<file path="src/rtl/dff_pkg.sv">
// Shared helpers for the dff_pipe elastic register pipeline.
package dff_pkg;

  // Width of an occupancy counter that must represent 0..depth inclusive.
  function automatic int cnt_w(input int depth);
    return (depth < 1) ? 1 : $clog2(depth + 1);
  endfunction

endpackage

</file>
<file path="src/rtl/dff_pipe_if.sv">
// Producer/consumer bundle for dff_pipe; master is the environment, slave is the pipe.
interface dff_pipe_if
  import dff_pkg::*;
#(
  parameter int WIDTH = 8,
  parameter int DEPTH = 4
);
  localparam int CW = cnt_w(DEPTH);

  // A word moves on a side only in a cycle where valid and ready are both high;
  // valid never waits for ready, and ready may depend combinationally on valid/out_ready.
  logic             flush;
  logic             in_valid;
  logic             in_ready;
  logic [WIDTH-1:0] in_data;
  logic             out_valid;
  logic             out_ready;
  logic [WIDTH-1:0] out_data;
  logic [CW-1:0]    count;

  modport master (
    output flush, in_valid, in_data, out_ready,
    input  in_ready, out_valid, out_data, count
  );

  modport slave (
    input  flush, in_valid, in_data, out_ready,
    output in_ready, out_valid, out_data, count
  );

endinterface

</file>
<file path="src/rtl/dff_stage.sv">
// One pipeline register: a valid bit plus a data word that only changes when valid data arrives.
module dff_stage
  import dff_pkg::*;
#(
  parameter int               WIDTH   = 8,
  parameter logic [WIDTH-1:0] RST_VAL = '0
) (
  input  logic             clk,
  input  logic             rst,
  input  logic             flush,
  input  logic             load,
  input  logic             up_valid,
  input  logic [WIDTH-1:0] up_data,
  output logic             valid,
  output logic [WIDTH-1:0] data
);

  // Flush drops validity only; the stale word stays so the data path never toggles needlessly.
  always_ff @(posedge clk or negedge rst) begin
    if (!rst) begin
      valid <= 1'b0;
      data  <= RST_VAL;
    end else if (flush) begin
      valid <= 1'b0;
    end else if (load) begin
      valid <= up_valid;
      if (up_valid) begin
        data <= up_data;
      end
    end
  end

endmodule

</file>
<file path="src/rtl/dff_pipe.sv">
// Elastic DEPTH-stage register pipeline with per-stage valid, bubble collapse,
// synchronous flush and a registered occupancy count.
module dff_pipe
  import dff_pkg::*;
#(
  parameter int               WIDTH   = 8,
  parameter int               DEPTH   = 4,
  parameter logic [WIDTH-1:0] RST_VAL = '0
) (
  input  logic        clk,
  input  logic        rst,
  dff_pipe_if.slave   bus
);

  localparam int CW = cnt_w(DEPTH);

  if (DEPTH < 1) begin : g_depth_check
    $error("dff_pipe: DEPTH must be at least 1");
  end

  logic [DEPTH-1:0] v;
  logic [DEPTH-1:0] r;
  logic [WIDTH-1:0] d [DEPTH];
  logic             tail_full;
  logic             in_xfer;
  logic             out_xfer;
  logic [CW-1:0]    count_q;

  // Stage i may load when out_ready is high or any stage from i to the output is empty.
  always_comb begin
    tail_full = 1'b1;
    r         = '0;
    for (int i = DEPTH - 1; i >= 0; i--) begin
      tail_full = tail_full & v[i];
      r[i]      = ~tail_full | bus.out_ready;
    end
  end

  for (genvar i = 0; i < DEPTH; i++) begin : g_stage
    logic             up_valid;
    logic [WIDTH-1:0] up_data;

    if (i == 0) begin : g_head
      assign up_valid = bus.in_valid;
      assign up_data  = bus.in_data;
    end else begin : g_body
      assign up_valid = v[i-1];
      assign up_data  = d[i-1];
    end

    dff_stage #(
      .WIDTH   (WIDTH),
      .RST_VAL (RST_VAL)
    ) u_stage (
      .clk      (clk),
      .rst      (rst),
      .flush    (bus.flush),
      .load     (r[i]),
      .up_valid (up_valid),
      .up_data  (up_data),
      .valid    (v[i]),
      .data     (d[i])
    );
  end

  assign bus.in_ready  = r[0] & ~bus.flush;
  assign bus.out_valid = v[DEPTH-1];
  assign bus.out_data  = d[DEPTH-1];

  assign in_xfer  = bus.in_valid & bus.in_ready;
  assign out_xfer = v[DEPTH-1] & bus.out_ready;

  // Tracks popcount(v): words are never duplicated or lost outside flush/reset.
  always_ff @(posedge clk or negedge rst) begin
    if (!rst) begin
      count_q <= '0;
    end else if (bus.flush) begin
      count_q <= '0;
    end else begin
      count_q <= count_q + CW'(in_xfer) - CW'(out_xfer);
    end
  end

  assign bus.count = count_q;

endmodule

</file>
<file path="src/flat_wrapper.sv">
// flat-port wrapper written by rule: the top's interface ports become plain ports
module dff_pipe_flat import dff_pkg::*;
#(
  parameter int               WIDTH   = 8,
  parameter int               DEPTH   = 4,
  parameter logic [WIDTH-1:0] RST_VAL = '0
)
  (clk, rst, bus_flush, bus_in_valid, bus_in_data, bus_out_ready, bus_in_ready, bus_out_valid, bus_out_data, bus_count);
  dff_pipe_if #(.WIDTH(WIDTH), .DEPTH(DEPTH)) bus_i ();
  input  logic clk;
  input  logic rst;
  input wire logic [$bits(bus_i.flush)-1:0] bus_flush;
  input wire logic [$bits(bus_i.in_valid)-1:0] bus_in_valid;
  input wire logic [$bits(bus_i.in_data)-1:0] bus_in_data;
  input wire logic [$bits(bus_i.out_ready)-1:0] bus_out_ready;
  output wire logic [$bits(bus_i.in_ready)-1:0] bus_in_ready;
  output wire logic [$bits(bus_i.out_valid)-1:0] bus_out_valid;
  output wire logic [$bits(bus_i.out_data)-1:0] bus_out_data;
  output wire logic [$bits(bus_i.count)-1:0] bus_count;
  assign bus_i.flush = bus_flush;
  assign bus_i.in_valid = bus_in_valid;
  assign bus_i.in_data = bus_in_data;
  assign bus_i.out_ready = bus_out_ready;
  assign bus_in_ready = bus_i.in_ready;
  assign bus_out_valid = bus_i.out_valid;
  assign bus_out_data = bus_i.out_data;
  assign bus_count = bus_i.count;
  dff_pipe #(.WIDTH(WIDTH), .DEPTH(DEPTH), .RST_VAL(RST_VAL)) u_core (.clk(clk), .rst(rst), .bus(bus_i));
endmodule
</file>
<file path="config.mk">
export PLATFORM = sky130hd
export DESIGN_NAME = dff_pipe_flat
export DESIGN_NICKNAME = d
export VERILOG_FILES = /design/src/rtl/dff_pkg.sv /design/src/rtl/dff_pipe_if.sv /design/src/rtl/dff_stage.sv /design/src/rtl/dff_pipe.sv /design/src/flat_wrapper.sv
export SDC_FILE = /design/constraint.sdc
export NUM_CORES = 1
export LEC_CHECK = 0
export BUFFER_PORTS_ARGS = -buffer_cell sky130_fd_sc_hd__buf_2
export CORE_UTILIZATION = 45
export CTS_CLUSTER_SIZE = 30
export DETAILED_ROUTE_END_ITERATION = 6
export PLACE_DENSITY_LB_ADDON = 0.2
export SLEW_MARGIN = 20
export SYNTH_ARGS = -nofsm -noshare
export SYNTH_HDL_FRONTEND = slang
export SYNTH_SLANG_ARGS = --single-unit
</file>
<file path="constraint.sdc">
create_clock -name clk -period 1.9 [get_ports clk]
set_input_delay 0.095 -clock clk [delete_from_list [all_inputs] [get_ports clk]]
set_output_delay 0.095 -clock clk [all_outputs]
set_load 0.005 [all_outputs]
</file>
==> summary.md, run 1 <==
| Metric | Value |
|---|---|
| FF-to-FF setup slack | 130 ps |
| Max transition margin | 45.03% |
| Final max-slew violation count | 0 |
| Ys async rst share | 100.0% |
| Synth warn | 0 |
| CORE AREA | 0.003442 mm² |
| Total Die Area | 0.003951 mm² |
| Crit path kind | register to register |
| Die Y | 62.86 µm |
| TritonCTS Buffers | 5 |
| Die Wd | 62.86 µm |
| Status | finished, final reports clean |
| Synth-to-Final Area Change | 18.17% |
| First-pass GRT wire length | 4395 µm |
| Initial antenna violation count | 0 |
| Final setup fails | 0 |
| Max-cap violations | 0 |
| Count of cell types in the netlist | 23 |
| Endpoint class of the critical path | register |
| Gate Count Post-Synth | 106 |
| Largest net degree at the start of global routing | 40 |
| RSZ-0062 raised after global routing | false |
| Pwr dens | 1208 mW/mm² |
| Busiest grt layer | met2 |
| Arr. time, crit path | 1960 ps |
| Mapped cell area | 0.001667 mm² |
| Routed Antenna Nets | 0 |
| Initial Utilization | 48.42% |
| Cell type of the slowest stage on the worst timing path | dfrtp_1 |
| M1 GR Usage | 18.30% |
| Post-synthesis register bit count | 39 |
| Pre-Repair DR Iteration Count | 3 |
| Synth top cells by count | dfrtp_1 (39), mux2_2 (16), mux2_4 (16) |
| Post-layout min period | 1768 ps |
| CTS resizes | 0 |
| Hold Violations, Final | 0 |
| Layout Skew | 8.690 ps |
| CTS sink cnt | 39 |
| H-tree levels | 2 |
| Largest area contributor in the netlist | dfrtp_1 |
| Vias in the first global route | 919 |
| Grt met2 use | 23.91% |
| Non-Filler Instances | 184 |
| GPL Wtd Cong | 0.7466 |
| Initial DRC count | 41 |
| Leading post-synthesis cells by cell area | dfrtp_1 (59%), mux2_4 (14%), mux2_2 (11%) |
| DRC | 0 |
| Via count | 869 |
| Cell with the most instances after synthesis | dfrtp_1 |
| Worst-margin pin slew | 824.6 ps |
| Number of instances in the placed design | 175 |
| Req. time, crit path | 2090 ps |
| Reg2reg start | u_core.g_stage[3].u_stage.valid |
| Syn avg cell area | 15.72 µm² |
| Tcrit/Tclk final | 93.04% |
| Worst r2r path cells | 8 |
| FP Rows | 21 |
| Final nets | 153 |
| Cell family contributing the most delay on the critical path | adder cells |
| EDFF count, synth | 0 |
| Critical-path cell list | and2_2, ha_1, inv_1, ha_1, inv_1, fa_1, xnor2_1, nor2_1 |
| Total negative setup slack | 0 ps |
| Post-synth top flop | dfrtp_1 |
| CTS Root Cell | clkbuf_8 |
| Port Buf Inserts | 25 |
| Overflow after GRT | 0 |
| IO Pins | 26 |
| Setup bufs post-CTS | 0 |
| CP endpoint | u_core.bus.count[2] |
| CP Max Fanout | 4 |
| LEAKAGE | 1.001 nW |
| CP Depth | 8 |
| Critical path buffers and inverters | 2 |
| Yosys top cell area share | 58.56% |
| Register area share after synthesis | 58.56% |
| GRT Overall Usage | 14.87% |
| Diode count | 0 |
| Per-cell routed wire length | 12.74 µm |
| HP Class | primary input to register |
| Layout cell share with drive strength beyond 1 | 52.17% |
| Clk Latency, worst-skew pair | 290 ps |
| Hpwl dp | 1695 µm |
| Maximum clock frequency | 565.7 MHz |
| Clock Path Buffers | 2 |
| Crit start category | register |
| Vias per cell | 4.723 |
| Max incr delay on CP | 400 ps |
| CTS tree | built |
| Reg2reg end | u_core.bus.count[2] |
| DRT Wirelength | 2344 µm |
| Clock Pin Slew Worst Setup and Hold Paths | 80 ps |
| Met3 usage | 4.380% |
| Mapped Nets | 122 |
| Peak supply drop | 717.8 µV |
| Worst Setup SP | u_core.g_stage[3].u_stage.valid |
through the flow:
step | hold WS, ps | utilization, % | power, mW | setup slack [ps] | cell area, µm²
2_1_floorplan | -200.6 | - | 1.441 | 98.31 | 1667
3_3_place_gp | 232.5 | 52.96 | 1.566 | 182.7 | 1823
3_5_place_dp | 238.7 | 52.96 | 1.597 | 137.3 | 1823
4_1_cts | 28.38 | 57.22 | 2.408 | 125.6 | 1969
5_1_grt | 23.71 | 57.22 | 2.517 | 26.35 | 1969
6_report | 30.71 | 57.22 | 2.379 | 132.2 | 1969
cell usage in the layout, fill, tap and decap left out, drive strengths merged, types with 2 or more instances in the layout:
master	synthesis	routed
nor2b	2	2
nand2	2	2
inv	5	5
bufinv	0	2
dfrtp	39	39
nand2b	2	2
clkbuf	0	5
buf	4	27
mux2	32	32
a21oi	2	2
ha	2	2
nor2	7	7
flip-flops by register name (all words and copies together), names as in the netlist:
name                          cells
u_core.g_stage.u_stage.data      32
u_core.g_stage.u_stage.valid      4
u_core.bus.count                  3
worst min path at each step:
stage	depth (start not counted)	start	to
floorplan	0	rst	u_core.bus.count[0]
global placement	1	rst	u_core.g_stage[2].u_stage.data[0]
detailed placement	1	rst	u_core.g_stage[2].u_stage.data[0]
CTS	2	bus_in_data[7]	u_core.g_stage[0].u_stage.data[7]
global route	2	bus_in_data[2]	u_core.g_stage[0].u_stage.data[2]
finish	2	bus_in_data[7]	u_core.g_stage[0].u_stage.data[7]
cells by family (layout without fill, tap and decap cells):
family	after synthesis	after routing	synth area share [%]
xor gates and xnor gates	2	2	1.051
adders and majority gates	3	3	2.703
DFF	39	39	58.56
muxes	32	32	25.23
buffers and inverters	9	41	3.604
and+or+nand+nor	17	17	7.283
AOI/OAI and AO/OA	4	4	1.577
cell type report:
class                           count  area [µm²]
Inverter                            5       18.77
Timing Repair Buffer               28       150.1
Sequential cell                    39       975.9
Clock buffer                        5       68.82
Clock inverter                      3       67.56
Multi-Input combinational cell     58       630.6
Tap cell                           46       57.56
Fill cell                         313        1473
timing repair:
action                                  CTS  global route
hold buffers                              1             0
endpoints found under the setup margin    0             0
hold endpoints to repair                 39             0
per-layer routing:
layer  vias to the layer above  wire length [µm]
li1                        418                 -
met1                       425              1044
met2                        21              1153
met3                         5               111
met4                         0                34
met5                         -                 0
power by group:
group	internal (mW)	leakage [nW]	switching, mW
Combinational	0.286	0.452	0.126
Sequential	1.05	0.485	0.112
Clock	0.523	0.0644	0.285
Note: power is estimated with default switching activity, not from simulation.
==> run 2: changes to the inputs <==
--- a/config.mk
+++ b/config.mk
@@ -5,6 +5,7 @@
 export SDC_FILE = /design/constraint.sdc
 export NUM_CORES = 1
 export LEC_CHECK = 0
+export ABC_AREA = 1
 export BUFFER_PORTS_ARGS = -buffer_cell sky130_fd_sc_hd__buf_2
 export CORE_UTILIZATION = 45
 export CTS_CLUSTER_SIZE = 30
==> run 2 against run 1 <==
  * Design area decreased by 0.64%
  * Synthesized cell count is 71% higher
  * Hold slack improved by 6.1 ps
  * First-iteration DRC count up 44%
  * Global-route usage is 1.6 points higher
  * Non-clock buffer count unchanged
==> summary.md, run 2 <==
| Metric | Value |
|---|---|
| Crit start category | register |
| Gate Count Post-Synth | 181 |
| Hold Violations, Final | 0 |
| Crit path kind | register to register |
| FP Rows | 21 |
| CP Max Fanout | 9 |
| Layout Skew | 6.854 ps |
| H-tree levels | 2 |
| First-pass GRT wire length | 5057 µm |
| Diode count | 0 |
| Worst r2r path cells | 9 |
| TritonCTS Buffers | 5 |
| Layout cell share with drive strength beyond 1 | 21.86% |
| CP endpoint | u_core.bus.count[1] |
| Die Y | 62.77 µm |
| Largest net degree at the start of global routing | 40 |
| Met3 routed WL | 118 µm |
| M1 WL | 1326 µm |
| Max-cap violations | 0 |
| Reg2reg end | u_core.bus.count[1] |
| Clk Latency, worst-skew pair | 290 ps |
| Worst Setup SP | u_core.g_stage[3].u_stage.valid |
| Total negative setup slack | 0 ps |
| Tcrit/Tclk final | 90.90% |
| Mapped Nets | 197 |
| Syn avg cell area | 9.180 µm² |
| Total Die Area | 0.003939 mm² |
| Overflow after GRT | 0 |
| Fill cells | 328 |
| Die Wd | 62.77 µm |
| DRC | 0 |
| Port Buf Inserts | 25 |
| Count of cell types in the netlist | 16 |
| Synth-to-Final Area Change | 17.77% |
| Pre-Repair DR Iteration Count | 4 |
| Status | finished, final reports clean |
| GRT Overall Usage | 16.44% |
| Initial antenna violation count | 0 |
| Routed Antenna Nets | 0 |
| GPL Wtd Cong | 0.6957 |
| Synth top cells by count | nand2_1 (68), dfrtp_1 (39), nand3_1 (33) |
| Most common cell after layout, fill and taps aside | nand2_1 |
| Post-layout min period | 1727 ps |
| Most frequent cells in the layout | nand2_1 (68), dfrtp_1 (39), nand3_1 (32), buf_2 (25), inv_1 (13) |
| Cell with the most instances after synthesis | nand2_1 |
| Per-cell routed wire length | 10.74 µm |
| Leading post-synthesis cells by cell area | dfrtp_1 (59%), nand2_1 (15%), nand3_1 (9.9%) |
| CTS sink cnt | 39 |
| Synth warn | 0 |
| Final Instance Area | 0.001957 mm² |
| WL met2 | 1308 µm |
| Highest metal used | met4 |
| Req. time, crit path | 2120 ps |
| Hold path startpoint | bus_in_data[0] |
| Largest area contributor in the netlist | dfrtp_1 |
| Sequential cell area | 975.9 µm² |
| Final nets | 230 |
| Initial DRC count | 59 |
| CORE AREA | 0.003442 mm² |
| LEAKAGE | 1.091 nW |
| Clock Path Buffers | 2 |
| Endpoint class of the critical path | register |
| FF-to-FF setup slack | 170 ps |
| Vias per cell | 4.651 |
| EDFF count, synth | 0 |
| Post-synth top flop | dfrtp_1 |
| Max FFs per register | 32 |
| Mapped cell area | 0.001662 mm² |
| Pwr dens | 961.7 mW/mm² |
| Reg2reg start | u_core.g_stage[3].u_stage.valid |
| Reg with most FFs | u_core.g_stage.u_stage.data |
| Post-synthesis register bit count | 39 |
| CTS tree | built |
| Area of the multi-input gates | 616.8 µm² |
| Placed inst area | 0.001837 mm² |
| Hpwl dp | 2057 µm |
| Arr. time, crit path | 1950 ps |
| Register area share after synthesis | 58.73% |
| Initial Utilization | 48.27% |
| IO Pins | 26 |
| Via count | 1214 |
| DRT Wirelength | 2802 µm |
| Maximum clock frequency | 579.0 MHz |
| Worst-margin pin slew | 836.0 ps |
| Peak supply drop | 594.1 µV |
| Final max-slew violation count | 0 |
| Vias in the first global route | 1191 |
| RSZ-0062 raised after global routing | false |
| CTS Root Cell | clkbuf_8 |
| Final setup fails | 0 |
| Ys async rst share | 100.0% |
| Yosys top cell area share | 58.73% |
| HP Class | primary input to register |
| Clock Pin Slew Worst Setup and Hold Paths | 70 ps |
| Max transition margin | 44.26% |
[run 2: changes by cell type after synthesis, moves of 8 or more]
cell	previous run	this run
nand3_1	0	33
mux2_4	16	0
inv_1	5	13
nand2_1	2	68
mux2_2	16	0
[run 2: worst max-delay path, cell delays in order, from the launching register on]
cell and delay [ps]:
dfrtp_1 380, nand2_1 100, nor2_4 130, nand3_2 120, nand2_4 130, inv_1 50, ha_1 170, inv_1 80
fa_1 410, nor2_1 90
[run 2: worst min path at each step]
stage,to,slack (ps),depth (start not counted)
2_1_floorplan,u_core.bus.count[0],-200,0
3_5_place_dp,u_core.g_stage[3].u_stage.data[7],240,1
4_1_cts,u_core.g_stage[0].u_stage.data[0],30,3
3_3_place_gp,u_core.bus.count[1],230,1
5_1_grt,u_core.g_stage[0].u_stage.data[6],50,3
6_report,u_core.g_stage[0].u_stage.data[0],40,3
[run 2: final cells by class]
cell class | instances | area share, %
tap | 46 | 2.941
timing repair buffer | 28 | 7.673
inverter | 15 | 2.877
multi-input combinational | 125 | 31.52
sequential | 39 | 49.87
clock buffer | 8 | 5.115
[run 2: through the flow]
stage	instances	setup WS, ps	util [%]	hold slack (ps)	total power [mW]
after floorplan	181	248.2	-	-200.6	1.188
after global placement	252	220.0	53.36	225.2	1.283
after detailed placement	252	117.9	53.36	242.8	1.302
after CTS	261	105.1	56.56	31.61	1.898
after global routing	261	1.890	56.85	53.64	1.996
final	261	173.0	56.85	36.79	1.882
[run 2: repair_timing]
| item | 4_1_cts | 5_1_grt |
|---|---|---|
| setup buffers | 0 | 0 |
| endpoints found under the hold margin | 39 | 0 |
| resized for setup | 0 | 2 |
| endpoints found under the setup margin | 0 | 1 |
| hold buffers | 1 | 0 |
[run 2: kinds of logic (layout without fill, tap and decap cells)]
family          Yosys count  after routing  share of synthesized area, %
compound gates            4              4                         1.205
xor+xnor                  1              1                        0.5272
fa+ha+maj                 3              3                         2.711
buf+inv                  17             51                         4.744
flops                    39             39                         58.74
simple gates            117            117                         32.08
[run 2: routing by layer]
| layer | track usage [%] | up-vias |
|---|---|---|
| met5 | 0 | - |
| met4 | 7.849 | 0 |
| met3 | 4.380 | 7 |
| met2 | 27.17 | 27 |
| met1 | 19.88 | 545 |
| li1 | - | 635 |
[run 2: report_power, final]
part / leakage (nW) / internal (mW) / switching (mW)
clock: 0.0515 / 0.331 / 0.268
sequential: 0.510 / 0.966 / 0.0753
combinational: 0.530 / 0.107 / 0.135
total: 1.09 / 1.40 / 0.478
==> run 3: changes to the inputs <==
--- a/config.mk
+++ b/config.mk
@@ -7,7 +7,7 @@
 export LEC_CHECK = 0
 export ABC_AREA = 1
 export BUFFER_PORTS_ARGS = -buffer_cell sky130_fd_sc_hd__buf_2
-export CORE_UTILIZATION = 45
+export CORE_UTILIZATION = 35
 export CTS_CLUSTER_SIZE = 30
 export DETAILED_ROUTE_END_ITERATION = 6
 export PLACE_DENSITY_LB_ADDON = 0.2
==> run 3 against run 2 <==
  * Flip-flop and latch count unchanged
  * First-iteration DRC count increased by 53%
  * Clock power decreased by 16%
  * Utilization decreased by 13 points
  * Largest cell class unchanged
  * Power decreased by 5.5%
  * Register-to-register slack improved by 90 ps
  * Hold slack got worse by 4.3 ps
  * Sequential share of layout area increased by 0.58 points
==> summary.md, run 3 (synthesis gave the netlist of run 2 again) <==
| Metric | Value |
|---|---|
| Sw frac | 25.87% |
| Synth-to-Final Area Change | 16.42% |
| Setup bufs post-CTS | 0 |
| Req. time, crit path | 2080 ps |
| Clock Pin Slew Worst Setup and Hold Paths | 70 ps |
| CP dominant cell by count | inv_1 |
| FP Rows | 24 |
| Reg2reg start | u_core.g_stage[3].u_stage.valid |
| Tot Pwr | 1.778 mW |
| CP Max Fanout | 4 |
| H-tree levels | 2 |
| Die Wd | 70.90 µm |
| Max transition margin | 43.78% |
| Maximum clock frequency | 610.6 MHz |
| Peak supply drop | 372.9 µV |
| Total Die Area | 0.005027 mm² |
| RSZ-0062 raised after global routing | false |
| Cell type of the slowest stage on the worst timing path | dfrtp_1 |
| Hold path startpoint | bus_in_data[4] |
| Final setup fails | 0 |
| LEAKAGE | 1.080 nW |
| CTS tree | built |
| Hpwl dp | 1984 µm |
| GRT Overall Usage | 13.26% |
| Status | finished, final reports clean |
| Max FFs per register | 32 |
| CTS Root Cell | clkbuf_8 |
| Initial antenna violation count | 0 |
| CORE AREA | 0.004444 mm² |
| Routed Antenna Nets | 0 |
| CTS resizes | 0 |
| CTS sink cnt | 39 |
| Endpoint class of the critical path | register |
| Worst Setup SP | u_core.g_stage[3].u_stage.valid |
| TritonCTS Buffers | 5 |
| Final Instance Area | 0.001934 mm² |
| Largest net degree at the start of global routing | 40 |
| Comb pwr share | 13.4% |
| Hold Violations, Final | 0 |
| Per-cell routed wire length | 10.47 µm |
| Layout cell share with drive strength beyond 1 | 21.03% |
| Max-cap violations | 0 |
| Pre-CTS setup slack | 268.8 ps |
| Port Buf Inserts | 25 |
| Placed inst area | 0.001852 mm² |
| Switching power | 460.1 µW |
| Overflow after GRT | 0 |
| Initial DRC count | 90 |
| Pwr dens | 919.3 mW/mm² |
| Reg with most FFs | u_core.g_stage.u_stage.data |
| PnR worst setup slack | 262.4 ps |
| HP Class | primary input to register |
| Vias in the first global route | 1134 |
| Fin util | 43.52% |
| Initial Utilization | 37.39% |
| Vias per cell | 4.440 |
| DRC | 0 |
| GPL Wtd Cong | 0.6941 |
| Total negative setup slack | 0 ps |
| Critical-path cell list | nand2_1, inv_1, ha_1, inv_1, ha_1, inv_1, fa_1, nor2_1, nor2_1 |
| Final max-slew violation count | 0 |
| Arr. time, crit path | 1810 ps |
| Post-layout min period | 1638 ps |
| Pre-Repair DR Iteration Count | 6 |
| Sequential Power Share | 58.4% |
| Crit path kind | register to register |
| P_int | 1.318 mW |
| Worst-margin pin slew | 843.2 ps |
| Diode count | 0 |
| Most common cell after layout, fill and taps aside | nand2_1 |
| Clk Latency, worst-skew pair | 280 ps |
| Die Y | 70.90 µm |
| Final nets | 231 |
| Clock Path Buffers | 2 |
| Clock power share | 28.2% |
| Via count | 1181 |
| DRT Wirelength | 2786 µm |
| First-pass GRT wire length | 5175 µm |
| Tcrit/Tclk final | 86.19% |
| Max incr delay on CP | 400 ps |
| IO Pins | 26 |
| Most frequent cells in the layout | nand2_1 (68), dfrtp_1 (39), nand3_1 (33), buf_2 (25), inv_1 (13) |
| Crit start category | register |
| Layout Skew | 4.579 ps |
-- run 3: through the flow --
| step | hold WS (ps) | instances |
|---|---|---|
| 5_1_grt | 51.60 | 266 |
| 6_report | 32.53 | 266 |
| 3_3_place_gp | 260.8 | 259 |
| 2_1_floorplan | -200.6 | 181 |
| 3_5_place_dp | 264.0 | 259 |
| 4_1_cts | 27.60 | 266 |
-- run 3: path summary, 6_finish.rpt --
kind / end / depth (start not counted) / slack (ps)
min reg2reg: u_core.g_stage[3].u_stage.data[7] / 2 / 460
min in group asynchronous: u_core.g_stage[3].u_stage.data[3] / 2 / 450
min: u_core.g_stage[0].u_stage.data[4] / 3 / 30
max in group asynchronous: u_core.g_stage[2].u_stage.data[5] / 2 / 910
max reg2reg: u_core.bus.count[2] / 9 / 260
max: u_core.bus.count[2] / 9 / 260
-- run 3: timing repair --
action / 4_1_cts / 5_1_grt
endpoints found under the hold margin: 39 / 0
hold buffers: 1 / 0
setup endpoints to repair: 0 / 0
-- run 3: power groups by stage --
stage	Sequential, mW	Combinational, mW	Clock, mW
3_3_place_gp	1.05	0.242	0
4_1_cts	1.04	0.246	0.522
5_1_grt	1.06	0.288	0.556
3_5_place_dp	1.05	0.244	0
2_1_floorplan	1.05	0.142	0
6_report	1.04	0.239	0.501
-- run 3: critical path: cells and delay by family (launching register included) --
family,cells,cell delay (ps)
buffers and inverters,3,150
AND/OR/NAND/NOR,3,220
adder cells (fa/ha/maj),3,770
flip-flops,1,400
-- run 3: layout make-up --
| cell class | instances | area (µm²) |
|---|---|---|
| Fill cell | 461 | 2510 |
| Sequential cell | 39 | 975.9 |
| Multi-Input combinational cell | 125 | 606.8 |
| Timing Repair Buffer | 29 | 157.7 |
| Clock buffer | 6 | 72.57 |
| Tap cell | 52 | 65.06 |
| Inverter | 15 | 56.30 |
-- run 3: layer usage --
metal / global-route usage [%] / wire (µm) / up-vias
met5: 0 / 0 / -
met2: 20.62 / 1216 / 28
met4: 4.667 / 28 / 0
met3: 4.274 / 125 / 5
met1: 17.50 / 1416 / 508
li1: - / - / 640
